## src/rtl/mac_dot_sequencer.sv

```systemverilog
// Dot-product sequencer for the shared 8x8 MAC.
// It streams operand pairs into the MAC and returns the accumulated sum.
module mac_dot_sequencer #(
  parameter int DW      = 8,
  parameter int AW      = 16,
  parameter int LEN_W   = 8,
  parameter int MUL_LAT = 1
) (
  input  logic             clk,
  input  logic             rst,
  input  logic             start,
  input  logic [LEN_W-1:0] len,
  output logic             busy,
  input  logic             op_valid,
  output logic             op_ready,
  input  logic [DW-1:0]    op_b,
  input  logic [DW-1:0]    op_c,
  output logic             res_valid,
  input  logic             res_ready,
  output logic [AW-1:0]    res_data,
  output logic             mac_clr,
  output logic             mac_en,
  output logic [DW-1:0]    mac_b,
  output logic [DW-1:0]    mac_c,
  input  logic [AW-1:0]    mac_acc
);

  typedef enum logic [2:0] {
    S_IDLE,
    S_CLEAR,
    S_FEED,
    S_DRAIN,
    S_DONE
  } state_e;

  state_e             state_q, state_d;
  logic [LEN_W-1:0]   len_q, len_d;
  logic [LEN_W-1:0]   cnt_q, cnt_d;
  logic [AW-1:0]      res_q, res_d;
  logic [DW-1:0]      b_q, b_d;
  logic [DW-1:0]      c_q, c_d;
  logic [MUL_LAT-1:0] pipe_q, pipe_d;
  logic               en_q;
  logic               xfer;
  logic               last;
  logic               drained;

  assign xfer    = (state_q == S_FEED) && op_valid;
  assign last    = (cnt_q == len_q - LEN_W'(1));
  // mac_en is one register past the pipeline tail, so the final
  // update has landed on mac_acc once both are quiet.
  assign drained = (pipe_q == '0) && !en_q;

  always_comb begin
    state_d = state_q;
    len_d   = len_q;
    cnt_d   = cnt_q;
    res_d   = res_q;
    b_d     = b_q;
    c_d     = c_q;
    pipe_d  = MUL_LAT'({pipe_q, xfer});
    unique case (state_q)
      S_IDLE: begin
        if (start) begin
          len_d   = len;
          state_d = S_CLEAR;
        end
      end
      S_CLEAR: begin
        cnt_d = '0;
        if (len_q == '0) begin
          res_d   = '0;
          state_d = S_DONE;
        end else begin
          state_d = S_FEED;
        end
      end
      S_FEED: begin
        if (op_valid) begin
          b_d   = op_b;
          c_d   = op_c;
          cnt_d = cnt_q + LEN_W'(1);
          if (last) state_d = S_DRAIN;
        end
      end
      S_DRAIN: begin
        if (drained) begin
          res_d   = mac_acc;
          state_d = S_DONE;
        end
      end
      S_DONE: begin
        if (res_ready) state_d = S_IDLE;
      end
      default: state_d = S_IDLE;
    endcase
  end

  always_ff @(posedge clk) begin
    if (rst) begin
      state_q <= S_IDLE;
      len_q   <= '0;
      cnt_q   <= '0;
      res_q   <= '0;
      b_q     <= '0;
      c_q     <= '0;
      pipe_q  <= '0;
      en_q    <= 1'b0;
    end else begin
      state_q <= state_d;
      len_q   <= len_d;
      cnt_q   <= cnt_d;
      res_q   <= res_d;
      b_q     <= b_d;
      c_q     <= c_d;
      pipe_q  <= pipe_d;
      en_q    <= pipe_q[MUL_LAT-1];
    end
  end

  assign busy      = (state_q != S_IDLE);
  assign op_ready  = (state_q == S_FEED);
  assign res_valid = (state_q == S_DONE);
  assign res_data  = res_q;
  assign mac_clr   = rst || (state_q == S_CLEAR);
  assign mac_en    = en_q;
  assign mac_b     = b_q;
  assign mac_c     = c_q;

endmodule

```

## config.mk

```make
export PLATFORM = sky130hd
export DESIGN_NAME = mac_dot_sequencer
export DESIGN_NICKNAME = d
export VERILOG_FILES = /design/src/rtl/mac_dot_sequencer.sv
export SDC_FILE = /design/constraint.sdc
export NUM_CORES = 1
export LEC_CHECK = 0
export ABC_AREA = 1
export BUFFER_PORTS_ARGS = -buffer_cell sky130_fd_sc_hd__buf_2
export CORE_ASPECT_RATIO = 1.2
export CORE_MARGIN = 3
export CORE_UTILIZATION = 40
export DETAILED_ROUTE_END_ITERATION = 12
export GPL_ROUTABILITY_DRIVEN = 0
export PLACE_DENSITY = 0.77
export SETUP_SLACK_MARGIN = 0.02
export SLEW_MARGIN = 20
export SYNTH_ARGS = -nofsm -noshare
export SYNTH_HDL_FRONTEND = slang
export SYNTH_SLANG_ARGS = --single-unit
```

## constraint.sdc

```tcl
create_clock -name clk -period 4.8 [get_ports clk]
set_clock_uncertainty 0.1 [all_clocks]
set_input_delay 0.96 -clock clk [delete_from_list [all_inputs] [get_ports clk]]
set_output_delay 0.96 -clock clk [all_outputs]
set_load 0.005 [all_outputs]
```

After elaboration in Yosys (flattened, before gate mapping)

Cells that the tools add are included.

Register bits: 53
Input port bits: 45
Output and inout bits: 37

Add/subtract/negate cells: 2
Eq/ne operators: 11
Multiplexer cells: 12
Bitwise logic cells: 1
Reduce and logical (&&, ||, !) cells: 14

Operators by type and width:

| kind                                                                  | number |
|---|---|
| 16-bit 2-to-1 mux                                                     | 2 |
| 16-bit one-hot mux with 2 select lines                                | 1 |
| 3-bit 2-to-1 mux                                                      | 6 |
| 8-bit one-hot mux with 2 select lines                                 | 1 |
| 3-bit one-hot mux with 5 select lines                                 | 1 |
| 8-bit by 1-bit adder with 8-bit output, second input constant         | 1 |
| 8-bit equality test                                                   | 1 |
| 8-bit zero test                                                       | 1 |
| 8-bit 2-to-1 mux                                                      | 1 |
| 2-bit != test, second input constant                                  | 4 |
| 8-bit by 1-bit subtractor with 8-bit output, second input constant    | 1 |
| 3-bit by 2-bit equality test with 1-bit output, second input constant | 2 |
| 2-bit AND reduction                                                   | 3 |
| 5-bit AND reduction                                                   | 1 |
| 2-bit by 1-bit != test with 1-bit output, second input constant       | 2 |
| 2-bit nonzero test                                                    | 2 |
| 3-bit by 1-bit equality test with 1-bit output, second input constant | 1 |
| 3-bit equality test, second input constant                            | 1 |
| 3-bit zero test                                                       | 1 |
| 3-bit AND reduction                                                   | 1 |
| 3-bit nonzero test                                                    | 1 |
| 1-bit logical AND                                                     | 2 |
| 1-bit zero test                                                       | 1 |
| 1-bit logical OR                                                      | 1 |
| 1-bit NOT                                                             | 1 |

Longest topological paths before layout

Gate-level depths: netlist (run 1).

Depth after elaboration: 5
Depth in mapped cells: 13
Depth with buffers taken out: 13

Worst setup path before layout (run 1)

OpenSTA, ideal clock, no wires.

Path kind: input to output
From: input rst
To: output mac_clr
Arrival time: 1.214 ns
Required time: 3.740 ns
Setup slack: 2.526 ns
Stages: 2
Cell sequence: inv_1 nand2_1

Word-level cells in the longest chain between the ends: 1

RTL lines:

| item             | line | text |
|---|---|---|
| from (decl)      | 10   | `input logic rst,` |
| 1-bit logical OR | 125  | `assign mac_clr = rst \|\| (state_q == S_CLEAR);` |
| to (decl)        | 21   | `output logic mac_clr,` |

No other way between the ends.

Final worst setup path (run 1)

Ends and elaborated chain as after synthesis.

==> results.py, run 1 <==
metrics = {
    "clocking": {
        "cts.repair.resized": 0,
        "numClockSinks": 53,
        "cts_made_buffers": 5,
        "cts_max_level": 2,
        "post_cts_buffers": 0,
        "cts-root-buf": "clkbuf_8",
        "cts_buffer_depth": 2,
        "ctsHoldBuffers": 0,
        "tritoncts": "built",
        "clock_latency_ns": 0.31,
        "clk_pin_slew_ns": 0.10,
    },
    "placed_design": {
        "place_hpwl_mm": 4.10,
        "place_area_um2": 2730,
        "place_ws_ns": 1.51,
        "port_buffers": 81,
    },
    "sta": {
        "fin_hold_ws_ns": 0.364,
        "hold_viol_final": 0,
        "rsz0062_at_grt": "false",
        "finalCriticalPeriod_ns": 3.27,
        "slew_violations": 0,
        "relSlewSlack": 0.479,
        "setup_violations": 0,
        "setup_ws_ns": 1.53,
        "worst_pin_slew_ns": 0.776,
        "finalSetupTns_ns": 0,
        "fin_crit_sh": 0.680,
        "clock.fmax_ghz": 0.306,
    },
    "synth": {
        "synth_nets": 357,
        "synth_async_sr_flop_share": 0,
        "synth_area_leader_cell": "dfxtp_1",
        "yosysSeqAreaShare": 0.462,
        "synth.distinct_cells": 30,
        "synth_cells": 310,
        "synth_top_area_frac": 0.462,
        "synthTopCellsByArea": "dfxtp_1 (46%), nand2_1 (14%), a21oi_1 (10%)",
        "ys_ff_latch": 53,
        "synth_area_um2": 2300,
        "yosys_most_used_dff": "dfxtp_1",
        "syn-mean-instance-area_um2": 7.41,
        "synth_edf_count": 0,
        "yosysWarnings": 0,
    },
    "hold_path": {
        "hp-start": "res_data[9]",
        "hp-class": "reg -> reg",
    },
    "cells_and_area": {
        "layout_common_cells": "nand2_1 (85), buf_2 (81), dfxtp_1 (53)",
        "fin_util": 0.526,
        "fin_area_um2": 2850,
        "drive_gt1_frac": 0.271,
        "nets": 433,
        "area_growth_pct": 23.8,
        "diodes": 0,
        "final_common_cell": "nand2_1",
    },
    "floorplan": {
        "start_util": 0.425,
        "chipHeight_um": 89.0,
        "io_pins": 82,
        "die_x_um": 75.2,
        "core-area_um2": 5410,
        "die_area_um2": 6700,
        "rows": 29,
    },
    "setup_path": {
        "cpPeakStageDelay_ns": 0.53,
        "crit_type": "in -> out",
        "slowest_stage": "buf_2",
        "crit_chain": "buf_2 -> inv_1 -> nand2_1 -> buf_2",
        "start_kind": "input pin",
        "crit-reg2reg-launch": "state_q[1]",
        "r2r_setup_slack_ns": 2.68,
        "crit_path_start": "rst",
        "worstPathArrival_ns": 2.21,
        "timing.critical_path.mode_cell": "buf_2",
        "crit_path_max_fanout": 39,
        "worst_setup_path_end_kind": "output port",
        "required_ns": 3.74,
    },
    "global_route": {
        "grt_overflow_total": 0,
        "antenna_found_initial": 0,
        "grt_start_max_net_pins": 40,
        "grt_use_total": 0.171,
        "grt_pass1_wl_mm": 8.93,
        "grt_pass1_vias": 2105,
    },
    "drt": {
        "viasPerCell": 5.05,
        "drtIter0Drc": 107,
        "post-route-drc-count": 0,
        "drt-wirelength-per-cell_um": 12.4,
        "firstDrtPassIters": 4,
        "drt_wl_total_mm": 5.57,
        "drtAntennaViolNets": 0,
        "num_vias": 2269,
    },
    "power": {
        "vdd_drop_max_mv": 0.263,
        "leakage_nw": 1.27,
        "pwr_density_cell_nw_per_um2": 458,
    },
    "run": {
        "cap_violations": 0,
    },
    "status": {
        "status": "complete, no violations",
    },
}
final timing paths:
check | end | cells after the start
worst min register to register | res_data[9] | 2
worst min-delay path | res_data[9] | 2
worst max register to register | cnt_q[7] | 10
worst max-delay path | mac_clr | 4
power breakdown:
part | internal (mW) | total [mW] | leakage [nW] | switching (mW)
logic | 0.166 | 0.445 | 0.783 | 0.279
registers | 0.501 | 0.548 | 0.430 | 0.0463
clock network | 0.159 | 0.312 | 0.0591 | 0.152
total | 0.827 | 1.30 | 1.27 | 0.478
through the flow:
stage | power, mW | std cells
floorplan | 0.880 | 310
global placement | 0.989 | 441
detailed placement | 1.00 | 441
CTS | 1.32 | 449
global route | 1.40 | 449
finish | 1.30 | 449
final cells by class:
cell class | instances | area (um^2)
inverters | 27 | 101
repair buffers | 81 | 405
multi-input cells | 218 | 1080
well taps | 62 | 77.6
clock inverters | 3 | 47.5
fillers | 526 | 2560
clock buffers | 5 | 68.8
flip-flops and latches | 53 | 1060
routing by layer:
metal  routed length [um]  share of wire  global-route usage
met3                  367          0.066              0.0517
met5                    0              0                   0
met1                 2340           0.42               0.197
met2                 2790           0.50               0.300
met4                   72          0.013              0.0525
cells in the mapped netlist, types with 2 or more instances:
cell	instances
nand2_2	2
clkbuf_1	9
dfxtp_1	53
ha_1	2
inv_1	23
nor2_2	2
nand3_2	2
nand2_1	85
a21oi_1	48
o21ai_0	10
inv_2	4
nor2_1	15
a31oi_1	2
nor3_1	3
nand3_1	33
buf_2	2
nand2_4	2
flip-flops by register name (all words and copies together), names as in the netlist:
| signal | flops |
|---|---|
| res_data | 16 |
| cnt_q | 8 |
| len_q | 8 |
| mac_b | 8 |
| mac_c | 8 |
| state_q | 3 |
| mac_en | 1 |
| pipe_q | 1 |
critical path: cells and delay by family:
family	cells	cell delay, ns
buffers and inverters	3	0.99
AND/OR/NAND/NOR	1	0.24
kinds of logic after synthesis:
| group | count (synthesis) | share of synthesized area |
|---|---|---|
| AO/OA/AOI/OAI | 65 | 0.149 |
| buffers and inverters | 39 | 0.0664 |
| adder cells (fa/ha/maj) | 2 | 0.0109 |
| AND/OR/NAND/NOR | 148 | 0.295 |
| flip-flops | 53 | 0.462 |
| XOR/XNOR | 3 | 0.0174 |
Note: power is estimated with default switching activity, not from simulation.
==> run 2, diff against run 1 <==
==> constraint.sdc (replaced) <==
create_clock -name clk -period 3.3 [get_ports clk]
set_clock_uncertainty 0.1 [all_clocks]
set_input_delay 0.66 -clock clk [delete_from_list [all_inputs] [get_ports clk]]
set_output_delay 0.66 -clock clk [all_outputs]
set_load 0.005 [all_outputs]
==> results.py, run 2 (synthesis results as in run 1) <==
metrics = {
    "clocking": {
        "cts_buffer_depth": 2,
        "tritoncts": "built",
        "numClockSinks": 53,
        "post_cts_buffers": 0,
        "clk_pin_slew_ns": 0.10,
        "cts_max_level": 2,
        "cts.repair.resized": 0,
        "cts-root-buf": "clkbuf_8",
        "cts_made_buffers": 5,
        "ctsHoldBuffers": 0,
        "clock_latency_ns": 0.31,
    },
    "sta": {
        "fin_crit_sh": 0.667,
        "slew_violations": 0,
        "relSlewSlack": 0.487,
        "hold_viol_final": 0,
        "setup_violations": 0,
        "fin_hold_ws_ns": 0.363,
        "rsz0062_at_grt": "false",
        "finalSetupTns_ns": 0,
        "worst_pin_slew_ns": 0.764,
        "finalCriticalPeriod_ns": 2.20,
        "clock.fmax_ghz": 0.454,
    },
    "floorplan": {
        "chipHeight_um": 89.0,
        "rows": 29,
        "io_pins": 82,
        "die_area_um2": 6700,
        "die_x_um": 75.2,
        "core-area_um2": 5410,
        "start_util": 0.425,
    },
    "global_route": {
        "grt_pass1_wl_mm": 9.26,
        "grt_overflow_total": 0,
        "grt_use_total": 0.175,
        "antenna_found_initial": 0,
        "grt_start_max_net_pins": 39,
        "grt_pass1_vias": 2158,
    },
    "run": {
        "cap_violations": 0,
    },
    "setup_path": {
        "required_ns": 2.54,
        "slowest_stage": "dfxtp_1",
        "worstPathArrival_ns": 1.44,
        "start_kind": "flip-flop",
        "crit_chain": "inv_2 -> nor2_4 -> buf_2",
        "crit_path_max_fanout": 21,
        "crit_type": "reg -> out",
        "worst_setup_path_end_kind": "output port",
        "cpPeakStageDelay_ns": 0.43,
    },
    "cells_and_area": {
        "nFillCells": 505,
        "layout_common_cells": "nand2_1 (85), buf_2 (81), dfxtp_1 (53)",
        "largest_reg_flops": 16,
        "area_growth_pct": 24.0,
        "drive_gt1_frac": 0.273,
        "nets": 434,
        "fin_util": 0.527,
        "fin_area_um2": 2850,
        "diodes": 0,
        "final_common_cell": "nand2_1",
    },
    "drt": {
        "drtAntennaViolNets": 0,
        "firstDrtPassIters": 4,
        "drtIter0Drc": 136,
        "drt_wl_total_mm": 5.46,
        "viasPerCell": 5.00,
        "drt-wirelength-per-cell_um": 12.1,
        "post-route-drc-count": 0,
        "num_vias": 2248,
    },
    "power": {
        "pwr_density_cell_nw_per_um2": 662,
        "p_total_mw": 1.89,
        "vdd_drop_max_mv": 0.296,
        "leakage_nw": 1.28,
    },
    "placed_design": {
        "port_buffers": 81,
        "place_hpwl_mm": 4.07,
        "place_area_um2": 2740,
    },
    "status": {
        "status": "complete, no violations",
    },
    "hold_path": {
        "hp-class": "reg -> reg",
    },
}
[run 2: per-layer routing]
metal,GRT usage,vias up,part of all wire
met5,0,-,0
met4,0.0572,0,0.0068
met3,0.0540,4,0.077
met2,0.292,71,0.49
met1,0.213,1005,0.42
li1,-,1168,-
[run 2: worst max-delay path: cells and delay by family (launching register included)]
family        cells  cell delay, ns
flops             1            0.43
simple gates      1            0.41
buf+inv           2            0.30
[run 2: path summary, 6_finish.rpt]
path | cells past startpoint | slack, ns | startpoint | endpoint
max | 3 | 1.10 | state_q[1] | op_ready
min | 2 | 0.36 | res_data[13] | res_data[13]
max reg2reg | 10 | 1.19 | state_q[1] | cnt_q[7]
min reg2reg | 2 | 0.36 | res_data[13] | res_data[13]
[run 2: per-stage QoR]
stage,setup slack (ns),cells
after CTS,1.09,450
after global routing,0.992,450
after global placement,1.23,442
after detailed placement,1.19,442
final,1.10,450
after floorplan,1.58,310
[run 2: power by group]
part / switching [mW] / total (mW) / leakage (nW) / internal [mW]
registers: 0.0672 / 0.796 / 0.430 / 0.729
logic: 0.397 / 0.640 / 0.787 / 0.243
clock network: 0.222 / 0.450 / 0.0585 / 0.228
[run 2: area by class of cell]
| class | instances | area (um^2) | share of cell area |
|---|---|---|---|
| multi-input cells | 218 | 1080 | 0.381 |
| flip-flops and latches | 53 | 1060 | 0.372 |
| repair buffers | 82 | 413 | 0.145 |
| inverters | 27 | 101 | 0.0356 |
| well taps | 62 | 77.6 | 0.0272 |
| clock buffers | 5 | 68.8 | 0.0241 |
| clock inverters | 3 | 43.8 | 0.0154 |
==> run 3, diff against run 2 <==
==> constraint.sdc (replaced) <==
create_clock -name clk -period 2.3 [get_ports clk]
set_clock_uncertainty 0.1 [all_clocks]
set_input_delay 0.46 -clock clk [delete_from_list [all_inputs] [get_ports clk]]
set_output_delay 0.46 -clock clk [all_outputs]
set_load 0.005 [all_outputs]
==> results.py, run 3 (synthesis results as in run 1) <==
metrics = {
    "clocking": {
        "clk_pin_slew_ns": 0.09,
        "cts_made_buffers": 5,
        "clock_latency_ns": 0.31,
        "cts-root-buf": "clkbuf_8",
        "ctsHoldBuffers": 0,
        "cts_max_level": 2,
        "tritoncts": "built",
        "numClockSinks": 53,
        "post_cts_buffers": 0,
        "cts_buffer_depth": 2,
        "cts.repair.resized": 0,
    },
    "drt": {
        "drtIter0Drc": 81,
        "post-route-drc-count": 0,
        "drt_wl_total_mm": 5.53,
        "drtAntennaViolNets": 0,
        "drt-wirelength-per-cell_um": 12.2,
        "num_vias": 2272,
        "firstDrtPassIters": 4,
        "viasPerCell": 5.03,
    },
    "placed_design": {
        "place_ws_ns": 0.396,
        "place_hpwl_mm": 4.09,
        "port_buffers": 81,
    },
    "sta": {
        "fin_crit_sh": 0.837,
        "rsz0062_at_grt": "false",
        "setup_ws_ns": 0.374,
        "clock.fmax_ghz": 0.519,
        "finalSetupTns_ns": 0,
        "setup_violations": 0,
        "worst_pin_slew_ns": 0.768,
        "hold_viol_final": 0,
        "relSlewSlack": 0.484,
        "finalCriticalPeriod_ns": 1.93,
        "slew_violations": 0,
    },
    "global_route": {
        "grt_start_max_net_pins": 39,
        "grt_pass1_wl_mm": 9.06,
        "antenna_found_initial": 0,
        "grt_overflow_total": 0,
        "grt_use_total": 0.173,
        "grt_pass1_vias": 2166,
    },
    "floorplan": {
        "io_pins": 82,
        "start_util": 0.425,
        "die_x_um": 75.2,
        "core-area_um2": 5410,
        "die_area_um2": 6700,
        "chipHeight_um": 89.0,
        "rows": 29,
    },
    "power": {
        "leakage_nw": 1.28,
        "vdd_drop_max_mv": 0.496,
        "p_clk_frac": 0.210,
        "pwr_density_cell_nw_per_um2": 920,
        "p_int_mw": 1.65,
        "p_sw_frac": 0.372,
        "seqPwrFrac": 0.436,
        "power_switching_mw": 0.974,
        "comb_power_share": 0.353,
    },
    "cells_and_area": {
        "area_growth_pct": 24.0,
        "drive_gt1_frac": 0.277,
        "fin_util": 0.527,
        "layout_common_cells": "nand2_1 (85), buf_2 (81), dfxtp_1 (53)",
        "multi_input_area_um2": 1080,
        "final_common_cell": "nand2_1",
        "seqCellArea_um2": 1060,
        "nets": 436,
        "diodes": 0,
        "nFillCells": 519,
        "largest_reg_flops": 16,
    },
    "setup_path": {
        "critPathBufInv": 3,
        "worstPathArrival_ns": 1.37,
        "start_kind": "flip-flop",
        "required_ns": 1.74,
        "crit_path_max_fanout": 20,
        "cpPeakStageDelay_ns": 0.42,
        "crit_type": "reg -> out",
        "worst_setup_path_end_kind": "output port",
        "path_delay_family": "buffers and inverters",
        "slowest_stage": "dfxtp_1",
        "crit_chain": "inv_2 -> nor2_4 -> buf_4 -> buf_2",
    },
    "hold_path": {
        "hp-class": "in -> reg",
    },
    "status": {
        "status": "complete, no violations",
    },
    "run": {
        "cap_violations": 0,
    },
}
## run 3: changes by cell type in the layout (fill, tap and decap cells not counted)
cell       change
buf_4          +2
bufinv_16      -1
clkbuf_8       +1
clkinv_4       +1
inv_6          -1
## run 3: worst paths after layout
path	from	endpoint	slack, ns	cells past startpoint
worst min register to register	mac_b[3]	mac_b[3]	0.36	2
worst max register to register	len_q[0]	res_data[11]	0.40	8
worst min-delay path	mac_acc[0]	res_data[0]	0.30	3
worst max-delay path	state_q[1]	op_ready	0.37	4
## run 3: power by group through the flow
| stage | combinational, mW | clock, mW | sequential, mW |
|---|---|---|---|
| 6_report | 0.926 | 0.551 | 1.14 |
| 5_1_grt | 1.06 | 0.608 | 1.16 |
| 4_1_cts | 0.933 | 0.571 | 1.14 |
| 3_5_place_dp | 0.930 | 0 | 1.16 |
| 3_3_place_gp | 0.910 | 0 | 1.16 |
| 2_1_floorplan | 0.684 | 0 | 1.15 |
## run 3: per-layer routing
metal | vias to the layer above | global-route usage | part of all wire
li1 | 1174 | - | -
met1 | 1022 | 0.200 | 0.43
met2 | 68 | 0.302 | 0.49
met3 | 8 | 0.0472 | 0.062
met4 | 0 | 0.0636 | 0.018
met5 | - | 0 | 0
## run 3: cell type report
type	instances	area share
sequential	53	0.372
multi-input combinational	218	0.381
tap	62	0.0272
clock inverter	2	0.00483
timing repair buffer	84	0.150
inverter	27	0.0356
clock buffer	6	0.0290
## run 3: worst reg2reg max path, cell delays in order (launching register included)
cell and delay, ns:
dfxtp_1 0.33, inv_1 0.14, ha_1 0.25, nand2_1 0.09, nor2_1 0.16, a31o_2 0.20, nand3_2 0.27, nand2_1 0.17
a21oi_1 0.07
## run 3: through the flow
| stage | instance area (um^2) | power (mW) | instances | hold slack (ns) |
|---|---|---|---|---|
| floorplan | 2300 | 1.84 | 310 | 0.346 |
| global placement | 2750 | 2.07 | 444 | 0.344 |
| detailed placement | 2750 | 2.09 | 444 | 0.352 |
| CTS | 2850 | 2.65 | 452 | 0.282 |
| global route | 2850 | 2.83 | 452 | 0.277 |
| finish | 2850 | 2.62 | 452 | 0.297 |
